--- src/rtl/bcd_arbiter.sv ---
// Round-robin arbiter sharing one binary-to-BCD converter among four requesters.
// One operand is outstanding at a time; a missing converter result is aborted after TIMEOUT cycles.
module bcd_arbiter #(
  parameter int TIMEOUT = 64
) (
  input  logic         clk_i,
  input  logic         rstn_i,
  input  logic [127:0] req_data_i,
  input  logic [3:0]   req_valid_i,
  output logic [3:0]   req_ready_o,
  output logic [31:0]  cnv_data_o,
  output logic         cnv_valid_o,
  input  logic         cnv_ready_i,
  input  logic [39:0]  cnv_bcd_i,
  input  logic         cnv_bcd_valid_i,
  output logic         cnv_bcd_ready_o,
  output logic [39:0]  rsp_data_o,
  output logic [3:0]   rsp_valid_o,
  input  logic [3:0]   rsp_ready_i,
  output logic         rsp_err_o,
  output logic         busy_o
);

  localparam int TMR_W = (TIMEOUT > 1) ? $clog2(TIMEOUT) : 1;
  localparam logic [TMR_W-1:0] TMR_LAST = TMR_W'(TIMEOUT - 1);

  typedef enum logic [1:0] {
    S_IDLE    = 2'd0,
    S_ISSUE   = 2'd1,
    S_WAIT    = 2'd2,
    S_DELIVER = 2'd3
  } state_t;

  state_t             state_q;
  state_t             state_d;
  logic [1:0]         last_grant_q;
  logic [TMR_W-1:0]   timer_q;
  logic [31:0]        op_p0;
  logic [1:0]         id_p0;
  logic [39:0]        res_p1;
  logic               err_p1;

  logic [2:0]         pick;
  logic               win_found;
  logic [1:0]         win_id;
  logic               accept;
  logic               res_take;
  logic               tmo_hit;

  // Upward search starting one past the previous winner; bit 2 flags a hit.
  function automatic logic [2:0] rr_pick(input logic [3:0] vld, input logic [1:0] last);
    logic [2:0] found;
    logic [1:0] idx;
    found = 3'b000;
    for (int i = 1; i <= 4; i++) begin
      idx = last + 2'(i);
      if (!found[2] && vld[idx]) begin
        found = {1'b1, idx};
      end
    end
    return found;
  endfunction

  assign pick      = rr_pick(req_valid_i, last_grant_q);
  assign win_found = pick[2];
  assign win_id    = pick[1:0];
  assign accept    = (state_q == S_IDLE) && win_found;
  assign res_take  = (state_q == S_WAIT) && cnv_bcd_valid_i;
  assign tmo_hit   = (state_q == S_WAIT) && !cnv_bcd_valid_i && (timer_q == TMR_LAST);

  always_ff @(posedge clk_i or negedge rstn_i) begin
    if (!rstn_i) begin
      state_q <= S_IDLE;
    end else begin
      state_q <= state_d;
    end
  end

  always_comb begin
    state_d = state_q;
    case (state_q)
      S_IDLE:    if (win_found)          state_d = S_ISSUE;
      S_ISSUE:   if (cnv_ready_i)        state_d = S_WAIT;
      S_WAIT:    if (res_take || tmo_hit) state_d = S_DELIVER;
      S_DELIVER: if (rsp_ready_i[id_p0]) state_d = S_IDLE;
      default:                           state_d = S_IDLE;
    endcase
  end

  // p0: operand capture on accept
  always_ff @(posedge clk_i or negedge rstn_i) begin
    if (!rstn_i) begin
      last_grant_q <= 2'd3;
      op_p0        <= '0;
      id_p0        <= '0;
    end else if (accept) begin
      last_grant_q <= win_id;
      op_p0        <= req_data_i[32*win_id +: 32];
      id_p0        <= win_id;
    end
  end

  // p1: result capture or timeout abort; timer is held at 0 outside WAIT
  always_ff @(posedge clk_i or negedge rstn_i) begin
    if (!rstn_i) begin
      timer_q <= '0;
      res_p1  <= '0;
      err_p1  <= 1'b0;
    end else begin
      if (state_q == S_WAIT) begin
        timer_q <= timer_q + 1'b1;
      end else begin
        timer_q <= '0;
      end
      if (res_take) begin
        res_p1 <= cnv_bcd_i;
        err_p1 <= 1'b0;
      end else if (tmo_hit) begin
        res_p1 <= '0;
        err_p1 <= 1'b1;
      end
    end
  end

  always_comb begin
    req_ready_o     = '0;
    cnv_valid_o     = 1'b0;
    cnv_data_o      = '0;
    cnv_bcd_ready_o = 1'b0;
    rsp_valid_o     = '0;
    rsp_data_o      = '0;
    rsp_err_o       = 1'b0;
    busy_o          = (state_q != S_IDLE);
    case (state_q)
      S_IDLE: begin
        // req_valid_i is live during reset, so the grant is masked explicitly
        if (rstn_i && win_found) begin
          req_ready_o[win_id] = 1'b1;
        end
      end
      S_ISSUE: begin
        cnv_valid_o = 1'b1;
        cnv_data_o  = op_p0;
      end
      S_WAIT: begin
        cnv_bcd_ready_o = 1'b1;
      end
      S_DELIVER: begin
        rsp_valid_o[id_p0] = 1'b1;
        rsp_data_o         = res_p1;
        rsp_err_o          = err_p1;
      end
      default: begin
        busy_o = 1'b1;
      end
    endcase
  end

endmodule

--- config.mk ---
export PLATFORM = sky130hd
export DESIGN_NAME = bcd_arbiter
export DESIGN_NICKNAME = d
export VERILOG_FILES = /design/src/rtl/bcd_arbiter.sv
export SDC_FILE = /design/constraint.sdc
export NUM_CORES = 1
export LEC_CHECK = 0
export ABC_AREA = 1
export CAP_MARGIN = 40
export CORE_MARGIN = 3
export CORE_UTILIZATION = 40
export DETAILED_ROUTE_END_ITERATION = 6
export PLACE_DENSITY = 0.86
export SYNTH_ARGS = -nofsm -noshare
export SYNTH_HDL_FRONTEND = slang
export SYNTH_SLANG_ARGS = --single-unit
--- constraint.sdc ---
create_clock -name clk_i -period 2.3 [get_ports clk_i]
set_clock_uncertainty 0.2 [all_clocks]
set_input_delay 0.345 -clock clk_i [delete_from_list [all_inputs] [get_ports clk_i]]
set_output_delay 0.345 -clock clk_i [all_outputs]
set_load 0.01 [all_outputs]
==> results.md, run 1 <==
| Parameter | Reported |
| --- | --- |
| Status | finished with violations |
| Violated checks | setup timing |
| DRC errors left | 0 |
| Worst-Skew Late Latency | 0.33 ns |
| Arrival time at the worst endpoint | 2.13 ns |
| Final Hold Viols | 0 |
| Most used cell, CP | sky130_fd_sc_hd__nand2_4 |
| Count of placed standard cells including taps | 1270 |
| Ordered list of cells on the worst path | buf_12, nand2_4, nand2_4, nand2_4, buf_4, nand4_1, nand2_1, nand2_2, nand2_2, nor3_1, buf_2 |
| Maximum buffer depth of the clock tree | 2 |
| Slew at the pin closest to its max-slew limit | 0.5913 ns |
| Delay of the slowest cell on the worst path | 0.58 ns |
| Horiz. Die Dim | 122.6 µm |
| TritonCTS clock tree | yes |
| Total leakage power | 0.005076 µW |
| DP Wirelength | 13290 µm |
| Share of the clock period used by the worst path after layout | 116.3% |
| Combined buffer and inverter count along the critical path | 3 |
| Post-place setup slack | -0.6601 ns |
| Global-route wire length before repair | 29410 µm |
| Yosys warning total | 0 |
| Die extent in y | 122.6 µm |
| Proportion of layout cells with a drive suffix above 1 | 13.05% |
| WP data required | 1.75 ns |
| Count of different cell masters after synthesis | 27 |
| Number of instances in the synthesized netlist | 854 |
| Detailed route wirelength on metal3 | 1231 µm |
| Number of antenna-violating nets in the routed design | 0 |
| Peak Freq | 0.3739 GHz |
| Peak fanout along the critical path | 8 |
| I/O pins | 264 |
| CP delay by family, top | simple AND/OR/NAND/NOR gates |
| Final non-filler cell total | 1306 |
| Final Setup Violations | 36 |
| Top_reg_cell synth | sky130_fd_sc_hd__dfrtp_1 |
| Final weighted congestion in routability-driven placement | 0.8261 |
| Vias in the first global route | 6034 |
| Placement row count | 41 |
| Overall track demand over capacity in global routing | 24.76% |
| Post-route cell area | 8877 µm² |
| Synth async-reset ratio | 100.0% |
| Post-Route Setup TNS | -6.592 ns |
| Clock tree sinks | 85 |
| Number of violations of the max-capacitance limit | 0 |
| Gr ovfl total | 0 |
| Number of fillers in the final layout | 1098 |
| Post-placement cell area | 8324 µm² |
| Total wire length after detailed routing | 19350 µm |
| Type of destination of the critical path | primary output |
| Cell type contributing the most total cell area after synthesis | sky130_fd_sc_hd__dfrtp_1 |
| Minimum period implied by the final worst setup slack | 2.675 ns |
| Number of port buffers | 263 |
| Count of TritonRoute iterations in the first routing pass | 5 |
| Critical path's slowest cell | sky130_fd_sc_hd__dfstp_2 |
| Minimum setup slack in the final design | -0.3748 ns |
| Area growth from synthesis to layout | 63.18% |
| Startpoint type of the worst setup path | flip-flop |
| Net Count, Synth | 1040 |
| Routed met1 length | 7484 µm |
| Largest cells by area after synthesis | sky130_fd_sc_hd__dfrtp_1 38%, sky130_fd_sc_hd__nand2_1 29%, sky130_fd_sc_hd__nand3_1 14% |
| Synthesized area | 5440 µm² |
| Maximum number of pins on one net before global-route repair | 65 |
| Drt initial violations | 482 |
| Register area | 2131 µm² |
| Die area | 15040 µm² |
| Top layer used by detailed routing | met4 |
| Total of flip-flops plus latches after synthesis | 85 |
| Area of the core | 12980 µm² |
| Clk root buf | sky130_fd_sc_hd__clkbuf_16 |
| Diodes inserted | 0 |
| Area share of the leading cell type in the synthesized netlist | 38.18% |
| Combined area of the multi-input logic cells | 2853 µm² |
| Avg Vias per Cell | 4.960 |
| Worst ir drop on vdd | 0.9252 mV |
| Initial cell density of the core | 41.92% |
| Post-synth EDFFs | 0 |
| Part of the Yosys area used for sequential elements | 39.14% |
| Setup repair after global routing missed its margin | yes |
| Path type of the worst setup path | reg2out |
| Per-cell routed wire length | 14.81 µm |
| Met2 Wirelength | 10130 µm |
| CTS HTree Levels | 3 |
| Worst slew slack as a fraction of its limit | 60.58% |
| Clock buffer count from CTS | 9 |
| Class of the worst hold path | reg2reg |
| Post-CTS clock slew at the launch and capture registers of the worst setup and hold paths | 0.06 ns |
| Avg Inst Size Synth | 6.370 µm² |
| Antenna violations before repair | 0 |
| Final net count | 1315 |
| Number of pins with negative max-slew slack in the final report | 0 |
| Power density relative to cell area | 1309 nW/µm² |
| Overall via count from detail_route | 6478 |
worst paths after layout:
kind / end / slack, ns / cells past startpoint / from
max: req_ready_o[2] / -0.37 / 11 / last_grant_q[0]$_DFFE_PN1P_
min: timer_q[0]$_DFF_PN0_ / 0.27 / 1 / timer_q[0]$_DFF_PN0_
max reg2reg: op_p0[19]$_DFFE_PN0P_ / -0.21 / 15 / last_grant_q[0]$_DFFE_PN1P_
min reg2reg: timer_q[0]$_DFF_PN0_ / 0.27 / 1 / timer_q[0]$_DFF_PN0_
max in group asynchronous: op_p0[6]$_DFFE_PN0P_ / 0.95 / 3 / rstn_i
min in group asynchronous: id_p0[0]$_DFFE_PN0P_ / 0.52 / 3 / rstn_i
through the flow:
step / power (µW) / hold WS (ns) / utilization, %
finish: 11620 / 0.2656 / 68.40
floorplan: 7069 / -0.1506 / -
CTS: 11190 / 0.2717 / 67.86
global placement: 9237 / 0.2440 / 63.93
global route: 12590 / 0.3086 / 68.40
detailed placement: 9440 / 0.2633 / 64.14
routing by layer:
layer / vias up / GRT usage [%]
met2: 231 / 44.11
met1: 3031 / 29.15
met4: 0 / 8.957
li1: 3180 / -
met5: - / 0
met3: 36 / 5.576
Yosys cell counts (2+ instances only):
cell                       count
sky130_fd_sc_hd__nand2_1     414
sky130_fd_sc_hd__nand3_1     147
sky130_fd_sc_hd__inv_1        94
sky130_fd_sc_hd__dfrtp_1      83
sky130_fd_sc_hd__clkbuf_1     21
sky130_fd_sc_hd__buf_2        14
sky130_fd_sc_hd__buf_4        12
sky130_fd_sc_hd__nor2_1        9
sky130_fd_sc_hd__nand2_2       7
sky130_fd_sc_hd__nor3_1        7
sky130_fd_sc_hd__o21ai_0       7
sky130_fd_sc_hd__ha_1          6
sky130_fd_sc_hd__nand4_1       6
sky130_fd_sc_hd__a21oi_1       5
sky130_fd_sc_hd__buf_1         4
sky130_fd_sc_hd__o21ai_1       3
sky130_fd_sc_hd__buf_6         2
sky130_fd_sc_hd__dfstp_2       2
sky130_fd_sc_hd__inv_2         2
sky130_fd_sc_hd__nor2_4        2
cell type report:
class	instances	share of cell area (%)
clock inverter	7	0.6483
sequential	85	24.00
multi-input combinational	620	32.14
tap	172	2.424
clock buffer	9	2.537
inverter	97	4.172
timing repair buffer	316	34.08
registers in the layout, indices dropped and copies added (netlist names):
name / cells
timer_q: 6
res_p1: 40
last_grant_q: 2
err_p1: 1
state_q: 2
op_p0: 32
id_p0: 2
what timing repair did:
item / CTS / global route
hold buffers: 1 / 0
cloned: 2 / 1
setup buffers: 14 / 3
setup endpoints to repair: 114 / 66
gates resized for setup: 155 / 67
pin swaps: 22 / 14
endpoints found under the hold margin: 83 / 0
worst register-to-register path: stages, from the launching register on:
cell and delay, ns:
sky130_fd_sc_hd__dfstp_2 0.58, sky130_fd_sc_hd__buf_12 0.15, sky130_fd_sc_hd__nand2_4 0.06, sky130_fd_sc_hd__nand2_4 0.09, sky130_fd_sc_hd__nand2_4 0.07, sky130_fd_sc_hd__buf_4 0.13
sky130_fd_sc_hd__nand4_1 0.12, sky130_fd_sc_hd__nand2_1 0.08, sky130_fd_sc_hd__nand2_2 0.10, sky130_fd_sc_hd__nand2_2 0.09, sky130_fd_sc_hd__buf_4 0.21, sky130_fd_sc_hd__buf_16 0.18
sky130_fd_sc_hd__nand2_1 0.10, sky130_fd_sc_hd__nand2_1 0.07, sky130_fd_sc_hd__nand2_1 0.07, sky130_fd_sc_hd__nand3_1 0.08
power breakdown:
part | internal [µW] | switching, µW
Combinational | 3130 | 4510
Clock | 748 | 640
Sequential | 2200 | 393
cell families (layout without fill, tap and decap cells):
| group | count (synthesis) | after routing | share of synthesized area (%) |
|---|---|---|---|
| flip-flops | 85 | 85 | 39.14 |
| buffers and inverters | 150 | 429 | 11.78 |
| AO/OA/AOI/OAI | 18 | 18 | 1.932 |
| adder cells (fa/ha/maj) | 6 | 6 | 1.380 |
| AND/OR/NAND/NOR | 595 | 596 | 45.77 |
placed cells by master (no fill, tap or decap), types with 3 or more instances in the layout:
| cell type | Yosys | routed |
|---|---|---|
| sky130_fd_sc_hd__clkdlybuf4s15_1 | 0 | 6 |
| sky130_fd_sc_hd__clkdlybuf4s50_1 | 0 | 178 |
| sky130_fd_sc_hd__nor2_1 | 9 | 9 |
| sky130_fd_sc_hd__inv_2 | 2 | 5 |
| sky130_fd_sc_hd__dfrtp_1 | 83 | 82 |
| sky130_fd_sc_hd__buf_4 | 12 | 36 |
| sky130_fd_sc_hd__ha_1 | 6 | 3 |
| sky130_fd_sc_hd__nand2_4 | 1 | 15 |
| sky130_fd_sc_hd__clkbuf_16 | 0 | 11 |
| sky130_fd_sc_hd__nand4_1 | 6 | 6 |
| sky130_fd_sc_hd__dlygate4sd2_1 | 0 | 50 |
| sky130_fd_sc_hd__buf_12 | 0 | 7 |
| sky130_fd_sc_hd__inv_1 | 94 | 89 |
| sky130_fd_sc_hd__buf_2 | 14 | 6 |
| sky130_fd_sc_hd__nand2_1 | 414 | 393 |
| sky130_fd_sc_hd__o21ai_0 | 7 | 7 |
| sky130_fd_sc_hd__nor2_4 | 2 | 3 |
| sky130_fd_sc_hd__nand2_2 | 7 | 14 |
| sky130_fd_sc_hd__clkbuf_2 | 0 | 21 |
| sky130_fd_sc_hd__a21oi_1 | 5 | 5 |
| sky130_fd_sc_hd__nor3_1 | 7 | 6 |
| sky130_fd_sc_hd__nand3_1 | 147 | 146 |
| sky130_fd_sc_hd__buf_6 | 2 | 4 |
Note: power is estimated with default switching activity, not from simulation.
==> run 2: changes to the inputs <==
--- a/config.mk
+++ b/config.mk
@@ -7,6 +7,7 @@
 export LEC_CHECK = 0
 export ABC_AREA = 1
 export CAP_MARGIN = 40
+export CORE_ASPECT_RATIO = 1.1
 export CORE_MARGIN = 3
 export CORE_UTILIZATION = 40
 export DETAILED_ROUTE_END_ITERATION = 6
==> run 2 against run 1 <==
Effect of this change:
- the run still ends with setup timing left
- core utilization grew 1.0 points
- register-to-register slack worse by 0.08 ns
- sequential power hardly changed
- worst hold slack improved by 0.0040 ns
- first-iteration DRC count up 11%
==> results.md, run 2 (synthesized netlist as in run 1, its figures left out) <==
| Parameter | Reported |
| --- | --- |
| Path type of the worst setup path | reg2out |
| Proportion of layout cells with a drive suffix above 1 | 17.29% |
| Number of port buffers | 263 |
| Status | finished with violations |
| Diodes inserted | 0 |
| Area of the core | 13270 µm² |
| Number of violations of the max-capacitance limit | 0 |
| Post-CTS clock slew at the launch and capture registers of the worst setup and hold paths | 0.06 ns |
| Global-route wire length before repair | 30260 µm |
| TritonCTS clock tree | yes |
| Violated checks | setup timing |
| Worst-Skew Late Latency | 0.33 ns |
| Die extent in y | 128.3 µm |
| Final net count | 1332 |
| Per-cell routed wire length | 15.48 µm |
| Number of antenna-violating nets in the routed design | 0 |
| Register area | 2131 µm² |
| Setup repair after global routing missed its margin | yes |
| Vias in the first global route | 6258 |
| Overall track demand over capacity in global routing | 25.24% |
| Total wire length after detailed routing | 20660 µm |
| Total leakage power | 0.005173 µW |
| Top Registers | res_p1 x40, op_p0 x32, timer_q x6 |
| Most common library cell in the layout ignoring fill and taps | sky130_fd_sc_hd__nand2_1 |
| Post-route cell area | 9209 µm² |
| Horiz. Die Dim | 117.2 µm |
| Number of pins with negative max-slew slack in the final report | 0 |
| Combined area of the multi-input logic cells | 2885 µm² |
| Drt initial violations | 537 |
| Clock buffer count from CTS | 9 |
| Count of placed standard cells including taps | 1281 |
| I/O pins | 264 |
| Final non-filler cell total | 1335 |
| CTS HTree Levels | 3 |
| Count of TritonRoute iterations in the first routing pass | 5 |
| Arrival time at the worst endpoint | 2.14 ns |
| Commonest non-fill, non-tap cells in the layout | 388 x sky130_fd_sc_hd__nand2_1, 178 x sky130_fd_sc_hd__clkdlybuf4s50_1, 141 x sky130_fd_sc_hd__nand3_1, 87 x sky130_fd_sc_hd__inv_1, 82 x sky130_fd_sc_hd__dfrtp_1 |
| Final Setup Violations | 36 |
| Post-placement cell area | 8369 µm² |
| Minimum period implied by the final worst setup slack | 2.689 ns |
| Antenna violations before repair | 0 |
| Gr ovfl total | 0 |
| Slew at the pin closest to its max-slew limit | 0.4183 ns |
| Register name with the most flops | res_p1 |
| Peak fanout along the critical path | 8 |
| Overall via count from detail_route | 6613 |
| Minimum setup slack in the final design | -0.3885 ns |
| Initial cell density of the core | 41.00% |
| Number of fillers in the final layout | 1068 |
| Maximum buffer depth of the clock tree | 2 |
| Die area | 15040 µm² |
| Final weighted congestion in routability-driven placement | 0.8770 |
| DRC errors left | 0 |
| Clk root buf | sky130_fd_sc_hd__clkbuf_16 |
| DP Wirelength | 13060 µm |
| Class of the worst hold path | reg2reg |
| Worst ir drop on vdd | 1.069 mV |
| Power density relative to cell area | 1399 nW/µm² |
| Clock tree sinks | 85 |
| Flip-flop count of the largest register after layout | 40 |
| Peak Freq | 0.3719 GHz |
| Worst slew slack as a fraction of its limit | 72.12% |
| WP data required | 1.75 ns |
| Placement row count | 44 |
| Post-route worst hold slack | 0.2697 ns |
| Avg Vias per Cell | 4.954 |
| Type of destination of the critical path | primary output |
| Share of the clock period used by the worst path after layout | 116.9% |
| Final Hold Viols | 0 |
| Maximum number of pins on one net before global-route repair | 65 |
| Area growth from synthesis to layout | 69.27% |
| Startpoint type of the worst setup path | flip-flop |
[run 2: metal layers]
metal	GRT usage, %	up-vias	share of wire (%)	wire, µm
li1	-	3210	-	-
met1	29.46	3031	37	7698
met2	43.41	322	50	10290
met3	6.563	50	9.5	1965
met4	10.59	0	3.4	703
met5	0	-	0	0
[run 2: final cells by class]
type                       instances  area share, %
inverter                          97          4.090
tap                              184          2.500
timing repair buffer             333          36.02
clock buffer                      10          2.486
sequential                        85          23.14
multi-input combinational        620          31.33
clock inverter                     6         0.4348
[run 2: final timing paths]
kind                       slack (ns)  cells past startpoint                      to                        start
setup / recovery                -0.39                     11          req_ready_o[2]  last_grant_q[0]$_DFFE_PN1P_
hold / removal                   0.27                      1    timer_q[0]$_DFF_PN0_         timer_q[0]$_DFF_PN0_
setup reg to reg                -0.29                     16   op_p0[17]$_DFFE_PN0P_  last_grant_q[0]$_DFFE_PN1P_
hold reg to reg                  0.27                      1    timer_q[0]$_DFF_PN0_         timer_q[0]$_DFF_PN0_
max in group asynchronous        0.89                      4  res_p1[16]$_DFFE_PN0P_                       rstn_i
min in group asynchronous        0.42                      3   op_p0[29]$_DFFE_PN0P_                       rstn_i
[run 2: timing repair]
item,in CTS,in global routing
gates cloned,6,5
setup endpoints to repair,114,72
hold endpoints to repair,31,0
hold buffers,1,0
buffers inserted,20,7
pin swaps,21,12
gates resized for setup,204,102
[run 2: power breakdown]
part           leakage, µW  switching, µW  internal [µW]
combinational      0.00398           4910           4030
clock             0.000132            606            730
sequential         0.00107            408           2200
total              0.00517           5930           6950
[run 2: metrics by stage]
step	power [µW]	TNS (ns)	util (%)	worst slack [ns]
CTS	11820	-5.056	68.27	-0.3048
finish	12880	-8.530	69.41	-0.3885
floorplan	7069	0	-	0.02778
global placement	9287	-16.17	62.87	-0.5501
global route	13860	-11.76	69.41	-0.4650
detailed placement	9424	-18.98	63.08	-0.6037
[run 2: critical path, cell delays in order (launching register included)]
cell and delay [ns]:
sky130_fd_sc_hd__dfstp_2 0.58, sky130_fd_sc_hd__buf_6 0.16, sky130_fd_sc_hd__nand2_2 0.09, sky130_fd_sc_hd__nand2_4 0.11, sky130_fd_sc_hd__nand2_4 0.08, sky130_fd_sc_hd__nand2_4 0.09
sky130_fd_sc_hd__nor2_4 0.05, sky130_fd_sc_hd__nand4_1 0.15, sky130_fd_sc_hd__nand2_2 0.09, sky130_fd_sc_hd__buf_6 0.13, sky130_fd_sc_hd__nor3_2 0.15, sky130_fd_sc_hd__buf_2 0.15
==> run 3: changes to the inputs <==
==> constraint.sdc (replaced) <==
create_clock -name clk_i -period 2.3 [get_ports clk_i]
set_clock_uncertainty 0.2 [all_clocks]
set_input_delay 0.46 -clock clk_i [delete_from_list [all_inputs] [get_ports clk_i]]
set_output_delay 0.46 -clock clk_i [all_outputs]
set_load 0.01 [all_outputs]
==> run 3 against run 2 <==
Effect of this change:
- the flow still finishes with violations (setup timing)
- wire length down 8.5%
- setup slack worse by 0.10 ns
- combinational power is 18% lower
- clock power increased by 7%
- die area did not move
- core utilization is 2.9 points lower
- final cell count down 0.97%
- global-route usage is 0.83 points lower
- design area fell by 4.2%
==> results.md, run 3 (synthesized netlist as in run 1, its figures left out) <==
| Parameter | Reported |
| --- | --- |
| Overall track demand over capacity in global routing | 24.41% |
| Area growth from synthesis to layout | 62.12% |
| Count of TritonRoute iterations in the first routing pass | 5 |
| Maximum buffer depth of the clock tree | 2 |
| Number of port buffers | 263 |
| Minimum period implied by the final worst setup slack | 2.793 ns |
| Commonest non-fill, non-tap cells in the layout | 387 x sky130_fd_sc_hd__nand2_1, 178 x sky130_fd_sc_hd__clkdlybuf4s50_1, 143 x sky130_fd_sc_hd__nand3_1, 88 x sky130_fd_sc_hd__inv_1, 81 x sky130_fd_sc_hd__dfrtp_1 |
| Placement row count | 44 |
| Worst-Skew Late Latency | 0.33 ns |
| Clock buffer count from CTS | 9 |
| Number of pins with negative max-slew slack in the final report | 0 |
| WP data required | 1.64 ns |
| Post-route worst hold slack | 0.1063 ns |
| Number of violations of the max-capacitance limit | 0 |
| Register name with the most flops | res_p1 |
| Final net count | 1319 |
| Violated checks | setup timing |
| Initial cell density of the core | 41.00% |
| Flip-flop count of the largest register after layout | 40 |
| Final weighted congestion in routability-driven placement | 0.9352 |
| Overall via count from detail_route | 6491 |
| Avg Vias per Cell | 4.910 |
| Register area | 2132 µm² |
| R2R setup slack | -0.45 ns |
| Power density relative to cell area | 1292 nW/µm² |
| Total wire length after detailed routing | 18910 µm |
| Antenna violations before repair | 0 |
| Diodes inserted | 0 |
| Status | finished with violations |
| Share of the clock period used by the worst path after layout | 121.4% |
| Peak fanout along the critical path | 8 |
| End of the worst register-to-register path | state_q[1]$_DFFE_PN0P_ |
| Post-place setup slack | -0.8567 ns |
| Post-CTS clock slew at the launch and capture registers of the worst setup and hold paths | 0.07 ns |
| Worst slew slack as a fraction of its limit | 54.64% |
| Minimum setup slack in the final design | -0.4933 ns |
| CTS HTree Levels | 3 |
| Worst reg2reg startpoint | last_grant_q[0]$_DFFE_PN1P_ |
| Arrival time at the worst endpoint | 2.13 ns |
| Proportion of layout cells with a drive suffix above 1 | 16.17% |
| Class of the worst hold path | in2async |
| Total leakage power | 0.004948 µW |
| Worst setup startpoint | last_grant_q[0]$_DFFE_PN1P_ |
| Maximum number of pins on one net before global-route repair | 65 |
| Final Hold Viols | 0 |
| Peak Freq | 0.3580 GHz |
| Worst ir drop on vdd | 1.161 mV |
| Number of antenna-violating nets in the routed design | 0 |
| Number of fillers in the final layout | 1140 |
| Post-Route Setup TNS | -13.15 ns |
| Startpoint type of the worst setup path | flip-flop |
| Gr ovfl total | 0 |
| Die area | 15040 µm² |
| Global-route wire length before repair | 29510 µm |
| Most common library cell in the layout ignoring fill and taps | sky130_fd_sc_hd__nand2_1 |
| Final Setup Violations | 38 |
| CP Capture Point | req_ready_o[0] |
| DRC errors left | 0 |
| Die extent in y | 128.3 µm |
| Horiz. Die Dim | 117.2 µm |
| Depth of the worst register-to-register path | 20 |
| Final design utilization | 66.47% |
| Drt initial violations | 508 |
| DP Wirelength | 13190 µm |
| Path type of the worst setup path | reg2out |
| Combined area of the multi-input logic cells | 2863 µm² |
| Type of destination of the critical path | primary output |
| Slew at the pin closest to its max-slew limit | 0.6803 ns |
| Vias in the first global route | 6107 |
| Per-cell routed wire length | 14.31 µm |
| TritonCTS clock tree | yes |
| Clk root buf | sky130_fd_sc_hd__clkbuf_16 |
| Area of the core | 13270 µm² |
| Top Registers | res_p1 x40, op_p0 x32, timer_q x6 |
| Clock tree sinks | 85 |
| Setup repair after global routing missed its margin | yes |
| I/O pins | 264 |
run 3: cell types whose count changed in the layout (fill, tap and decap cells not counted), moves of 4 or more:
cell,delta
sky130_fd_sc_hd__clkdlybuf4s15_1,+13
sky130_fd_sc_hd__dlygate4sd2_1,-12
sky130_fd_sc_hd__buf_2,+16
sky130_fd_sc_hd__clkbuf_2,-17
sky130_fd_sc_hd__inv_6,+4
sky130_fd_sc_hd__buf_12,-8
sky130_fd_sc_hd__buf_4,+5
run 3: where the power goes:
part	internal, µW	leakage [µW]	switching [µW]
combinational	2990	0.00374	4380
sequential	2200	0.00106	403
clock	759	0.000144	670
run 3: critical path: stages, from the launching register on:
cell,delay [ns]
sky130_fd_sc_hd__dfstp_2,0.57
sky130_fd_sc_hd__buf_6,0.15
sky130_fd_sc_hd__buf_4,0.12
sky130_fd_sc_hd__nand2_2,0.07
sky130_fd_sc_hd__nand2_4,0.09
sky130_fd_sc_hd__nand2_4,0.07
sky130_fd_sc_hd__nand2_4,0.08
sky130_fd_sc_hd__nor2_4,0.05
sky130_fd_sc_hd__nand4_1,0.08
sky130_fd_sc_hd__nand2_2,0.08
sky130_fd_sc_hd__inv_4,0.08
sky130_fd_sc_hd__nand2_2,0.06
sky130_fd_sc_hd__nor3_2,0.16
sky130_fd_sc_hd__buf_2,0.15
run 3: repair_timing:
| item | in CTS | in global routing |
|---|---|---|
| buffers inserted | 18 | 3 |
| hold endpoints to repair | 6 | 0 |
| hold buffers | 1 | 0 |
| pin swaps | 29 | 7 |
| gates resized for setup | 252 | 55 |
| cloned | 3 | 0 |
| setup endpoints to repair | 116 | 110 |
run 3: layer usage:
metal	track usage, %	routed length (µm)	part of all wire (%)	vias up
li1	-	-	-	3178
met1	30.67	7677	41	2992
met2	41.58	9170	48	294
met3	5.477	1631	8.6	27
met4	7.422	434	2.3	0
met5	0	0	0	-
run 3: area by class of cell:
class	instances	share of cell area, %
Sequential cell	85	24.17
Timing Repair Buffer	320	33.31
Tap cell	184	2.610
Multi-Input combinational cell	620	32.46
Inverter	97	4.213
Clock buffer	9	2.554
Clock inverter	7	0.6809
run 3: per-stage QoR:
step	std cells	cell area (µm²)	total power [µW]
2_1_floorplan	854	5472	7148
3_3_place_gp	1282	8344	9228
3_5_place_dp	1283	8364	9406
4_1_cts	1321	8816	11390
5_1_grt	1322	8820	12430
6_report	1322	8820	11400
run 3: how the worst min path moves through the flow:
stage	startpoint	end	slack [ns]	cells after the start
final	rstn_i	op_p0[16]$_DFFE_PN0P_	0.11	2
after global placement	rstn_i	op_p0[22]$_DFFE_PN0P_	0.12	1
after floorplan	rstn_i	err_p1$_DFFE_PN0P_	-0.04	0
after global routing	rstn_i	res_p1[31]$_DFFE_PN0P_	0.14	2
after detailed placement	rstn_i	op_p0[26]$_DFFE_PN0P_	0.11	1
after CTS	rstn_i	op_p0[16]$_DFFE_PN0P_	0.12	2
